--- config.mk ---
export PLATFORM = sky130hd
export DESIGN_NAME = ofdm_rx_byte_packer
export DESIGN_NICKNAME = d
export VERILOG_FILES = /design/src/rtl/ofdm_rx_byte_packer.sv
export SDC_FILE = /design/constraint.sdc
export NUM_CORES = 1
export LEC_CHECK = 0
export ABC_AREA = 0
export CORE_MARGIN = 2
export CORE_UTILIZATION = 55
export DETAILED_ROUTE_END_ITERATION = 7
export PLACE_DENSITY_LB_ADDON = 0.3
export SLEW_MARGIN = 10
export SYNTH_ARGS = -nofsm -noshare
export SYNTH_HDL_FRONTEND = slang
export SYNTH_SLANG_ARGS = --single-unit
--- constraint.sdc ---
create_clock -name sys_clk -period 7.5 [get_ports sys_clk]
set_clock_uncertainty 0.1 [all_clocks]
set_input_delay 1.125 -clock sys_clk [delete_from_list [all_inputs] [get_ports sys_clk]]
set_output_delay 1.125 -clock sys_clk [all_outputs]
set_load 0.01 [all_outputs]
--- src/rtl/ofdm_rx_byte_packer.sv ---
// Packs demodulated OFDM symbols LSB-first into bytes and buffers them in a
// show-ahead FIFO presented on a ready/valid byte interface.
module ofdm_rx_byte_packer #(
    parameter int unsigned symbol_bits_g = 2,
    parameter int unsigned fifo_depth_g  = 16
) (
    input  logic                            sys_clk,
    input  logic                            sys_rst,
    input  logic                            sys_init,
    input  logic [symbol_bits_g-1:0]        rx_rcv_data,
    input  logic                            rx_rcv_data_valid,
    input  logic                            rx_rcv_data_start,
    output logic [7:0]                      byte_data,
    output logic                            byte_sof,
    output logic                            byte_valid,
    input  logic                            byte_ready,
    output logic [$clog2(fifo_depth_g):0]   fifo_level,
    output logic                            overflow,
    output logic                            partial_drop
);

    localparam int unsigned SymPerByte = 8 / symbol_bits_g;
    localparam int unsigned CntW       = (SymPerByte > 1) ? $clog2(SymPerByte) : 1;
    localparam int unsigned AddrW      = $clog2(fifo_depth_g);
    localparam int unsigned LvlW       = AddrW + 1;
    localparam logic [7:0]  SymMask    = 8'((32'd1 << symbol_bits_g) - 32'd1);

    logic                 rst;
    logic [CntW-1:0]      cnt_q, cnt_d;
    logic [7:0]           acc_q, acc_d;
    logic                 active_q, active_d;
    logic                 sof_pend_q, sof_pend_d;
    logic                 pdrop_q, pdrop_d;
    logic                 ovf_q, ovf_d;
    logic                 push, push_sof, last;
    logic [7:0]           push_byte, sym8;
    logic [2:0]           offset;
    logic                 pop, accept;
    logic [8:0]           mem_q [fifo_depth_g];
    logic [AddrW-1:0]     rd_ptr_q, wr_ptr_q;
    logic [LvlW-1:0]      level_q, level_d;

    assign rst  = sys_rst | sys_init;
    assign sym8 = 8'(rx_rcv_data);

    always_comb begin
        cnt_d      = cnt_q;
        acc_d      = acc_q;
        active_d   = active_q;
        sof_pend_d = sof_pend_q;
        pdrop_d    = 1'b0;
        push       = 1'b0;
        push_byte  = acc_q;
        push_sof   = sof_pend_q;
        last       = 1'b0;
        offset     = 3'(cnt_q * symbol_bits_g);
        // Symbols outside a frame are dropped until a start arrives.
        if (rx_rcv_data_valid && (rx_rcv_data_start || active_q)) begin
            if (rx_rcv_data_start) begin
                active_d   = 1'b1;
                sof_pend_d = 1'b1;
                pdrop_d    = active_q && (cnt_q != '0);
                acc_d      = sym8;
                cnt_d      = CntW'(1);
                last       = (SymPerByte == 1);
            end else begin
                acc_d = (acc_q & ~(SymMask << offset)) | (sym8 << offset);
                cnt_d = cnt_q + CntW'(1);
                last  = (cnt_q == CntW'(SymPerByte - 1));
            end
            if (last) begin
                push       = 1'b1;
                push_byte  = acc_d;
                push_sof   = rx_rcv_data_start | sof_pend_q;
                cnt_d      = '0;
                sof_pend_d = 1'b0;
            end
        end
    end

    always_comb begin
        pop     = (level_q != '0) && byte_ready;
        // A full FIFO still takes a byte when the head leaves on the same edge.
        accept  = push && ((level_q < LvlW'(fifo_depth_g)) || pop);
        level_d = level_q + LvlW'(accept) - LvlW'(pop);
        ovf_d   = ovf_q | (push & ~accept);
    end

    always_ff @(posedge sys_clk) begin
        if (rst) begin
            cnt_q      <= '0;
            acc_q      <= '0;
            active_q   <= 1'b0;
            sof_pend_q <= 1'b0;
            pdrop_q    <= 1'b0;
            ovf_q      <= 1'b0;
            rd_ptr_q   <= '0;
            wr_ptr_q   <= '0;
            level_q    <= '0;
        end else begin
            cnt_q      <= cnt_d;
            acc_q      <= acc_d;
            active_q   <= active_d;
            sof_pend_q <= sof_pend_d;
            pdrop_q    <= pdrop_d;
            ovf_q      <= ovf_d;
            level_q    <= level_d;
            if (accept) begin
                wr_ptr_q <= wr_ptr_q + AddrW'(1);
            end
            if (pop) begin
                rd_ptr_q <= rd_ptr_q + AddrW'(1);
            end
        end
    end

    always_ff @(posedge sys_clk) begin
        if (accept && !rst) begin
            mem_q[wr_ptr_q] <= {push_sof, push_byte};
        end
    end

    always_comb begin
        byte_valid   = (level_q != '0);
        byte_data    = byte_valid ? mem_q[rd_ptr_q][7:0] : 8'h00;
        byte_sof     = byte_valid ? mem_q[rd_ptr_q][8] : 1'b0;
        fifo_level   = level_q;
        overflow     = ovf_q;
        partial_drop = pdrop_q;
    end

endmodule

==> results.md <==
* Per-cell routed wire length at 20.5 µm
* Vias post-DR at 3884
* Worst vdd ir at 171 µV
* Leak at 2.63 nW
* Switching Fraction at 0.244
* Vias per cell at 5.88
* Clock tree from TritonCTS: yes
* Die X at 118 µm
* Synth Net Count at 476
* Hold WS at 366 ps
* Sequential power share at 0.445
* Clock Power Share at 0.360
* Multi-input gate area at 2040 µm²
* Clock Path Buffers at 2
* Hold_buf cts at 0
* 1st-pass router iterations at 5
* Synth unique cells at 46
* Max cap viols at 0
* Synth Instances at 452
* Post-DP HPWL at 8550 µm
* GRT Total Usage at 0.207
* Top-Level Pins at 25
* Outcome: finished, final reports clean
* CTS Sinks at 175
* ANT nets after route at 0
* Die area at 14000 µm²
* Minimum clock period at 4290 ps
* Starting Density at 0.566
* Startpoint Class: register
* Crit path kind: reg -> out
* Detailed Route WL at 13600 µm
* Port bufs at 24
* RSZ-0062 raised after global routing: false
* Dpl cells at 629
* Starting DRT DRC Count at 351
* Slew headroom at 0.254
* Slew Viols, Final at 0
* Resized Gates After CTS at 0
* Net switching power figure at 0.581 mW
* Largest stage delay, worst path at 690 ps
* Slew @ Worst Pin at 1110 ps
* Post-Place Setup Slack at 3050 ps
* Highest clock rate at 233 MHz
* Synth cell count leaders: 144 x edfxtp_1, 43 x nor2_1, 31 x dfxtp_1
* CTS buffer count at 17
* Global-route wire length before repair at 21400 µm
* Most common cell in the netlist: edfxtp_1
* Yosys warns at 0
* Post-route worst setup slack at 3210 ps
* Hold Crit Class: reg -> reg
* CP cell instances: buf_4 > nor2b_1 > a22oi_1 > a22oi_2 > o211ai_1 > clkdlybuf4s50_1
* Largest net degree at the start of global routing at 45
* DRC violation count after routing at 0
* Final setup TNS at 0 ps
* Area growth syn-to-layout at 13.1%
* Worst EP required at 6270 ps
* Internal at 1.80 mW
* EDFF count, synth at 144
* Nets at 500
* Cell row count at 41
* Crit-path slowest cell: nor2b_1
* Clk root buf: clkbuf_16
* Cell area power density at 294 nW/µm²
* Number of global-route vias before repair at 3761
* Register bit total from synthesis at 175
* Endpoint class of the critical path: output pin
* Die Height at 118 µm
* Fraction of registers with async set/reset at 0
* CTS clk-pin slew, worst paths at 60 ps
* Combinational Power Share at 0.194
* Synth Cell Area at 7170 µm²
* Htree depth at 4
* Critical path fanouts, max at 29
* Reg area at 4950 µm²
* Syn avg cell area at 15.9 µm²
* Post-Route Utilization at 0.640
* Total count of hold-check failures in the final report at 0
* Setup violators final at 0
* Clock Latency Late Sink at 420 ps
* Top FF cell, synth: edfxtp_1
* WP data arrival at 3060 ps
* Layout cells sized above 1 at 0.143
* Final Non-Filler Cells at 661
* Tcrit/Tclk final at 0.572
* Post-CTS Setup Bufs at 0
* Top cells by area, synth: edfxtp_1 60%, mux4_2 8.8%, dfxtp_1 8.7%
* Core ar. at 12700 µm²
* Fillcell total at 903
* GP Congestion at 0.867
* Yosys top cell area share at 0.603
* Cell taking the most area after synthesis: edfxtp_1
* Antenna violations before repair at 0
* Grt total ovfl at 0
* # diodes at 0
* Sequential cell area fraction in the yosys report at 0.689
## layout by cell type (no fill, tap or decap), types with 5 or more instances in the layout
cell type | Yosys | layout
a21oi_1 | 10 | 10
a22oi_1 | 20 | 20
dfxtp_1 | 31 | 30
ha_1 | 15 | 15
nor2_1 | 43 | 43
inv_1 | 12 | 12
buf_4 | 2 | 6
clkbuf_16 | 0 | 17
clkdlybuf4s50_1 | 0 | 24
edfxtp_1 | 144 | 144
o211ai_1 | 8 | 8
xor2_1 | 5 | 5
mux4_2 | 28 | 28
o21ai_0 | 9 | 9
clkinv_2 | 0 | 5
nand2_1 | 19 | 19
nand3_1 | 22 | 22
mux2i_1 | 16 | 16
## cell families (layout without fill, tap and decap cells)
family | Yosys count | in the layout | share of synthesized area
mux | 47 | 47 | 0.115
fa+ha+maj | 16 | 16 | 0.0290
xor+xnor | 8 | 8 | 0.00977
compound gates | 64 | 64 | 0.0623
simple gates | 105 | 105 | 0.0687
flops | 175 | 175 | 0.689
buf+inv | 37 | 74 | 0.0258
## final timing paths
check | slack (ps) | endpoint | cells past startpoint | from
max | 3210 | byte_data[5] | 6 | register
min | 370 | overflow$_SDFF_PP0_ | 1 | overflow$_SDFF_PP0_
max reg2reg | 4360 | fifo_level[4]$_SDFF_PP0_ | 13 | fifo_level[2]$_SDFF_PP0_
min reg2reg | 370 | overflow$_SDFF_PP0_ | 1 | overflow$_SDFF_PP0_
## sequential cells by signal, summed over array words and instances, names as in the netlist, named ones only
signal and count:
sof_pend_q 1, rd_ptr_q 4, overflow 1, partial_drop 1
acc_q 8, mem_q 144, fifo_level 5, wr_ptr_q 4
cnt_q 2, active_q 1
## area by class of cell
| class | instances | area share |
|---|---|---|
| sequential | 175 | 0.610 |
| multi-input combinational | 240 | 0.252 |
| clock buffer | 19 | 0.0534 |
| timing repair buffer | 30 | 0.0352 |
| tap | 172 | 0.0265 |
| clock inverter | 13 | 0.0180 |
| inverter | 12 | 0.00555 |
## worst max-delay path: cells and delay by family (launching register included)
kind / cells / cell delay [ps]
flip-flops: 1 / 320
AND/OR/NAND/NOR: 1 / 690
AO/OA/AOI/OAI: 3 / 710
buffers and inverters: 2 / 900
## power by group through the flow
stage / Clock (mW) / Combinational [mW] / Sequential (mW)
CTS: 0.870 / 0.471 / 1.06
global route: 0.908 / 0.507 / 1.06
finish: 0.859 / 0.464 / 1.06
detailed placement: 0 / 0.468 / 1.08
floorplan: 0 / 0.312 / 1.08
global placement: 0 / 0.460 / 1.08
## layer usage
metal,routed length [µm],global-route usage,up-vias
li1,-,-,1801
met1,5750,0.282,1939
met2,6780,0.327,126
met3,735,0.0468,18
met4,298,0.0821,0
met5,0,0,-
## through the flow
step           power [mW]  instance area (µm²)
6_report             2.38                 8110
5_1_grt              2.48                 8110
3_5_place_dp         1.55                 7530
2_1_floorplan        1.40                 7170
4_1_cts              2.40                 8110
3_3_place_gp         1.54                 7530
Power figures use the tool's default switching activity.
